<file path="config.mk">
export PLATFORM = sky130hd
export DESIGN_NAME = door_input_debounce
export DESIGN_NICKNAME = d
export VERILOG_FILES = /design/src/rtl/door_input_debounce_pkg.sv /design/src/rtl/door_input_debounce_channel.sv /design/src/rtl/door_input_debounce.sv
export SDC_FILE = /design/constraint.sdc
export NUM_CORES = 1
export LEC_CHECK = 0
export BUFFER_PORTS_ARGS = -buffer_cell sky130_fd_sc_hd__buf_2
export CORE_MARGIN = 2
export CORE_UTILIZATION = 56
export CTS_CLUSTER_DIAMETER = 30
export DETAILED_ROUTE_END_ITERATION = 7
export PLACE_DENSITY = 0.78
export SETUP_SLACK_MARGIN = 0.2
export SYNTH_ARGS = -nofsm -noshare
export SYNTH_HDL_FRONTEND = slang
export SYNTH_SLANG_ARGS = --single-unit
export TNS_END_PERCENT = 30
</file>
<file path="constraint.sdc">
create_clock -name clk -period 2.2 [get_ports clk]
set_input_delay 0.11 -clock clk [delete_from_list [all_inputs] [get_ports clk]]
set_output_delay 0.11 -clock clk [all_outputs]
set_load 0.01 [all_outputs]
</file>
<file path="src/rtl/door_input_debounce_pkg.sv">
// Shared definitions for the door input debounce stage: FSM encoding and default timing.
package door_input_debounce_pkg;

  typedef enum logic {
    ST_STABLE = 1'b0,
    ST_CHECK  = 1'b1
  } db_state_e;

  // 10 ms at 50 MHz
  localparam int DEFAULT_DEBOUNCE_CYCLES = 500000;
  localparam int DEFAULT_CNT_W           = 20;

endpackage

</file>
<file path="src/rtl/door_input_debounce_channel.sv">
// One switch channel: 2-flop synchroniser feeding a counter-qualified debounce FSM.
module door_input_debounce_channel
  import door_input_debounce_pkg::*;
#(
  parameter int DEBOUNCE_CYCLES = DEFAULT_DEBOUNCE_CYCLES,
  parameter int CNT_W           = DEFAULT_CNT_W
) (
  input  logic clk,
  input  logic rst,
  input  logic raw,
  output logic level,
  output logic flip
);

  localparam logic [CNT_W-1:0] CNT_MAX = CNT_W'(DEBOUNCE_CYCLES);

  logic             s1, s2;
  logic [CNT_W-1:0] cnt;
  db_state_e        state;

  // Asserted on the edge where level toggles; the top registers it into change.
  assign flip = (state == ST_CHECK) && (s2 != level) && (cnt == CNT_MAX);

  always_ff @(posedge clk) begin
    if (rst) begin
      s1    <= 1'b0;
      s2    <= 1'b0;
      cnt   <= '0;
      state <= ST_STABLE;
      level <= 1'b0;
    end else begin
      s1 <= raw;
      s2 <= s1;
      case (state)
        ST_STABLE: begin
          if (s2 != level) begin
            state <= ST_CHECK;
            cnt   <= CNT_W'(1);
          end else begin
            cnt <= '0;
          end
        end
        ST_CHECK: begin
          if (s2 == level) begin
            state <= ST_STABLE;
            cnt   <= '0;
          end else if (cnt == CNT_MAX) begin
            level <= ~level;
            state <= ST_STABLE;
            cnt   <= '0;
          end else begin
            cnt <= cnt + CNT_W'(1);
          end
        end
        default: begin
          state <= ST_STABLE;
          cnt   <= '0;
        end
      endcase
    end
  end

endmodule

</file>
<file path="src/rtl/door_input_debounce.sv">
// Debounces the two raw door switches into clean A/B levels plus a one-cycle change strobe.
module door_input_debounce
  import door_input_debounce_pkg::*;
#(
  parameter int DEBOUNCE_CYCLES = DEFAULT_DEBOUNCE_CYCLES,
  parameter int CNT_W           = DEFAULT_CNT_W
) (
  input  logic clk,
  input  logic rst,
  input  logic sw_a,
  input  logic sw_b,
  output logic A,
  output logic B,
  output logic change
);

  localparam int NUM_CH = 2;

  logic [NUM_CH-1:0] raw, lvl, flp;

  assign raw = {sw_b, sw_a};

  for (genvar c = 0; c < NUM_CH; c++) begin : g_ch
    door_input_debounce_channel #(
      .DEBOUNCE_CYCLES(DEBOUNCE_CYCLES),
      .CNT_W          (CNT_W)
    ) u_ch (
      .clk  (clk),
      .rst  (rst),
      .raw  (raw[c]),
      .level(lvl[c]),
      .flip (flp[c])
    );
  end

  assign A = lvl[0];
  assign B = lvl[1];

  // Simultaneous flips collapse into a single pulse aligned with the new levels.
  always_ff @(posedge clk) begin
    if (rst) change <= 1'b0;
    else     change <= |flp;
  end

endmodule

</file>
==> results_dict.tcl <==
set metrics [dict create \
    status "complete, no violations" \
    synth_area_leaders "dfxtp_1 44%, xor2_1 6.7%, nor2_1 4.4%" \
    start_util 0.5912 \
    antenna_found_initial 0 \
    ir_drop_uv 461.1 \
    synthCells 251 \
    timing.hold.ws_ns 0.02243 \
    gp_congestion 0.8355 \
    setup_tns_ns 0 \
    holdPathStages 2 \
    layout_setup_ws_ns 0.1700 \
    end_kind "register" \
    cts.sinks 49 \
    synth_ff_type "dfxtp_1" \
    cts_hold_buf 0 \
    setup_viol 0 \
    area_delta_synth_final_pct 11.76 \
    yosysMostFrequentCell "dfxtp_1" \
    yosys.area_share.simple 0.2973 \
    drc 0 \
    fin_cells 316 \
    syn_area_mm2 0.002213 \
    detail-route-antenna-nets 0 \
    core_mm2 0.003744 \
    syn_area_per_cell_um2 8.818 \
    start_kind "register" \
    drtPass1Iterations 4 \
    synth_xor_area_frac 0.09101 \
    place_inst 302 \
    synthTopCellsByCount "49 x dfxtp_1, 26 x nor2_1, 17 x a21oi_1, 17 x xor2_1, 16 x nand2_1" \
    dpl_worst_slack_ns 0.1387 \
    cts-buffers-inserted 5 \
    ff2ff_setup_slack_ns 0.17 \
    critPathKind "register to register" \
    hold_path.class "input port to register" \
    worst_pin_slew_ns 0.3066 \
    ioPinCount 7 \
    muxShareOfSynthArea 0 \
    insertion_delay_ns 0.31 \
    worstHoldStart "sw_a" \
    grt_usage 0.2116 \
    leakagePower_nw 0.7783 \
    reg2reg_depth 4 \
    n_fill_cell 324 \
    dp_hpwl_mm 2.767 \
    grt_max_degree 20 \
    vias 1810 \
    io_buffers 6 \
    gr-total-overflow 0 \
    min_period_ns 2.030 \
    relSlewSlack 0.7927 \
    critPathMaxFanout 5 \
    fmax_mhz 492.6 \
    final_hold_viol_count 0 \
    clockRootBuffer "clkbuf_8" \
    via_per_inst 5.728 \
    r2r-start "g_ch[0].u_ch.cnt[9]" \
    rr_endpoint "change" \
    final_util 0.6608 \
    ys_types 38 \
    drtIter0Drc 100 \
    path_clk_slew_ns 0.08 \
    synth_edf_count 0 \
    synth_top_family_by_area "simple AND/OR/NAND/NOR gates" \
    wire_per_inst_um 13.61 \
    die_h_um 66.87 \
    die_x_um 66.87 \
    cts-htree-levels 2 \
    crit_arrival_ns 2.27 \
    clock_path_buffers 2 \
    grt_pass1_vias 1698 \
    dieArea_mm2 0.004472 \
    yosys.area_share.adder 0.02261 \
    drive_gt1_frac 0.1493 \
    min_to "g_ch[0].u_ch.s1" \
    grt_pass1_wl_mm 7.107 \
    required_ns 2.44 \
    skew_ns 0.01057 \
    drv_cap 0 \
    rows 22 \
    seqCellArea_um2 985.9 \
    min_period_over_period 0.9227 \
    synth_nets 259 \
    synth_top_area_frac 0.4432 \
    diodes 0 \
    finalNetCount 275 \
    synth-async-reset-ratio 0 \
    cts_tree "done" \
    multi_input_area_mm2 0.001161 \
    wl_mm 4.301 \
    synth_largest_area_cell "dfxtp_1" \
    ys_seq_elements 49 \
    synth_compound_area_frac 0.1102 \
    powerDensity_mw_per_mm2 577.1 \
    finalMaxSlewViolations 0 \
    grt_setup_unrepaired "true" \
    synth_warnings 0 \
    yosysSeqAreaShare 0.4432 \
]
==> worst max path at each step <==
stage,from,endpoint,slack [ns],depth (start not counted)
3_3_place_gp,g_ch[0].u_ch.cnt[9],change,0.18,4
4_1_cts,g_ch[0].u_ch.cnt[0],change,0.19,6
5_1_grt,g_ch[0].u_ch.cnt[9],change,0.14,4
6_report,g_ch[0].u_ch.cnt[9],change,0.17,4
2_1_floorplan,g_ch[0].u_ch.cnt[0],change,0.22,6
3_5_place_dp,g_ch[0].u_ch.cnt[9],change,0.14,4
==> layer usage <==
layer | part of all wire | global-route usage | up-vias
li1 | - | - | 922
met1 | 0.49 | 0.2569 | 852
met2 | 0.47 | 0.3538 | 27
met3 | 0.028 | 0.05405 | 9
met4 | 0.020 | 0.08929 | 0
met5 | 0 | 0 | -
==> flip-flops by register name, indices dropped and copies added (netlist names) <==
name / count
g_ch.u_ch.s2: 2
g_ch.u_ch.cnt: 40
g_ch.u_ch.state: 2
change: 1
g_ch.u_ch.level: 2
g_ch.u_ch.s1: 2
==> area by class of cell <==
cell class,instances,area share
tap,48,0.02428
timing repair buffer,15,0.05159
multi-input combinational,182,0.4694
clock buffer,5,0.02782
inverter,14,0.02124
sequential,49,0.3986
clock inverter,3,0.007081
==> cell families after synthesis <==
| family | count (synthesis) |
|---|---|
| adder cells (fa/ha/maj) | 4 |
| flip-flops | 49 |
| AO/OA/AOI/OAI | 39 |
| XOR/XNOR | 23 |
| buffers and inverters | 20 |
| AND/OR/NAND/NOR | 116 |
==> stage by stage <==
stage | total power, W | cell area [um2]
2_1_floorplan | 0.0009247 | 2213
6_report | 0.001428 | 2474
3_5_place_dp | 0.0009327 | 2312
3_3_place_gp | 0.0009321 | 2312
5_1_grt | 0.001475 | 2474
4_1_cts | 0.001438 | 2411
==> timing repair <==
item | 4_1_cts | 5_1_grt
gates cloned | 0 | 1
pin swaps | 3 | 4
gates resized for setup | 4 | 4
setup endpoints to repair | 2 | 25
buffers inserted | 1 | 4
==> layout by cell type, fill, tap and decap left out, types with 2 or more instances in the layout <==
| cell type | synthesis | routed |
|---|---|---|
| a211oi_1 | 2 | 2 |
| a21oi_1 | 17 | 17 |
| and2_1 | 5 | 5 |
| and3_1 | 2 | 2 |
| and4_1 | 3 | 2 |
| and4_2 | 1 | 2 |
| buf_2 | 0 | 6 |
| buf_4 | 1 | 7 |
| clkbuf_8 | 0 | 5 |
| clkinv_2 | 0 | 2 |
| dfxtp_1 | 49 | 45 |
| dfxtp_2 | 0 | 4 |
| ha_1 | 4 | 4 |
| inv_1 | 14 | 13 |
| nand2_1 | 16 | 16 |
| nand3_1 | 14 | 14 |
| nand4_1 | 9 | 9 |
| nor2_1 | 26 | 26 |
| nor2b_1 | 4 | 4 |
| nor3_1 | 3 | 3 |
| o21ai_0 | 8 | 8 |
| o31ai_1 | 9 | 9 |
| or2_2 | 2 | 2 |
| or3_1 | 8 | 8 |
| or4_1 | 10 | 10 |
| or4b_2 | 2 | 2 |
| xnor2_1 | 6 | 6 |
| xor2_1 | 17 | 17 |
==> power breakdown <==
part / switching [W] / internal (W) / total, W
Combinational: 0.00000924 / 0.00000869 / 0.0000179
Sequential: 0.00000290 / 0.000891 / 0.000894
Clock: 0.000296 / 0.000220 / 0.000515
Total: 0.000308 / 0.00112 / 0.00143
==> critical path: stages, from the launching register on <==
cell     delay (ns)
dfxtp_2        0.34
or4b_4         0.53
or4_4          0.59
or3b_1         0.38
a21oi_2        0.12
(Power assumes the default switching activity.)
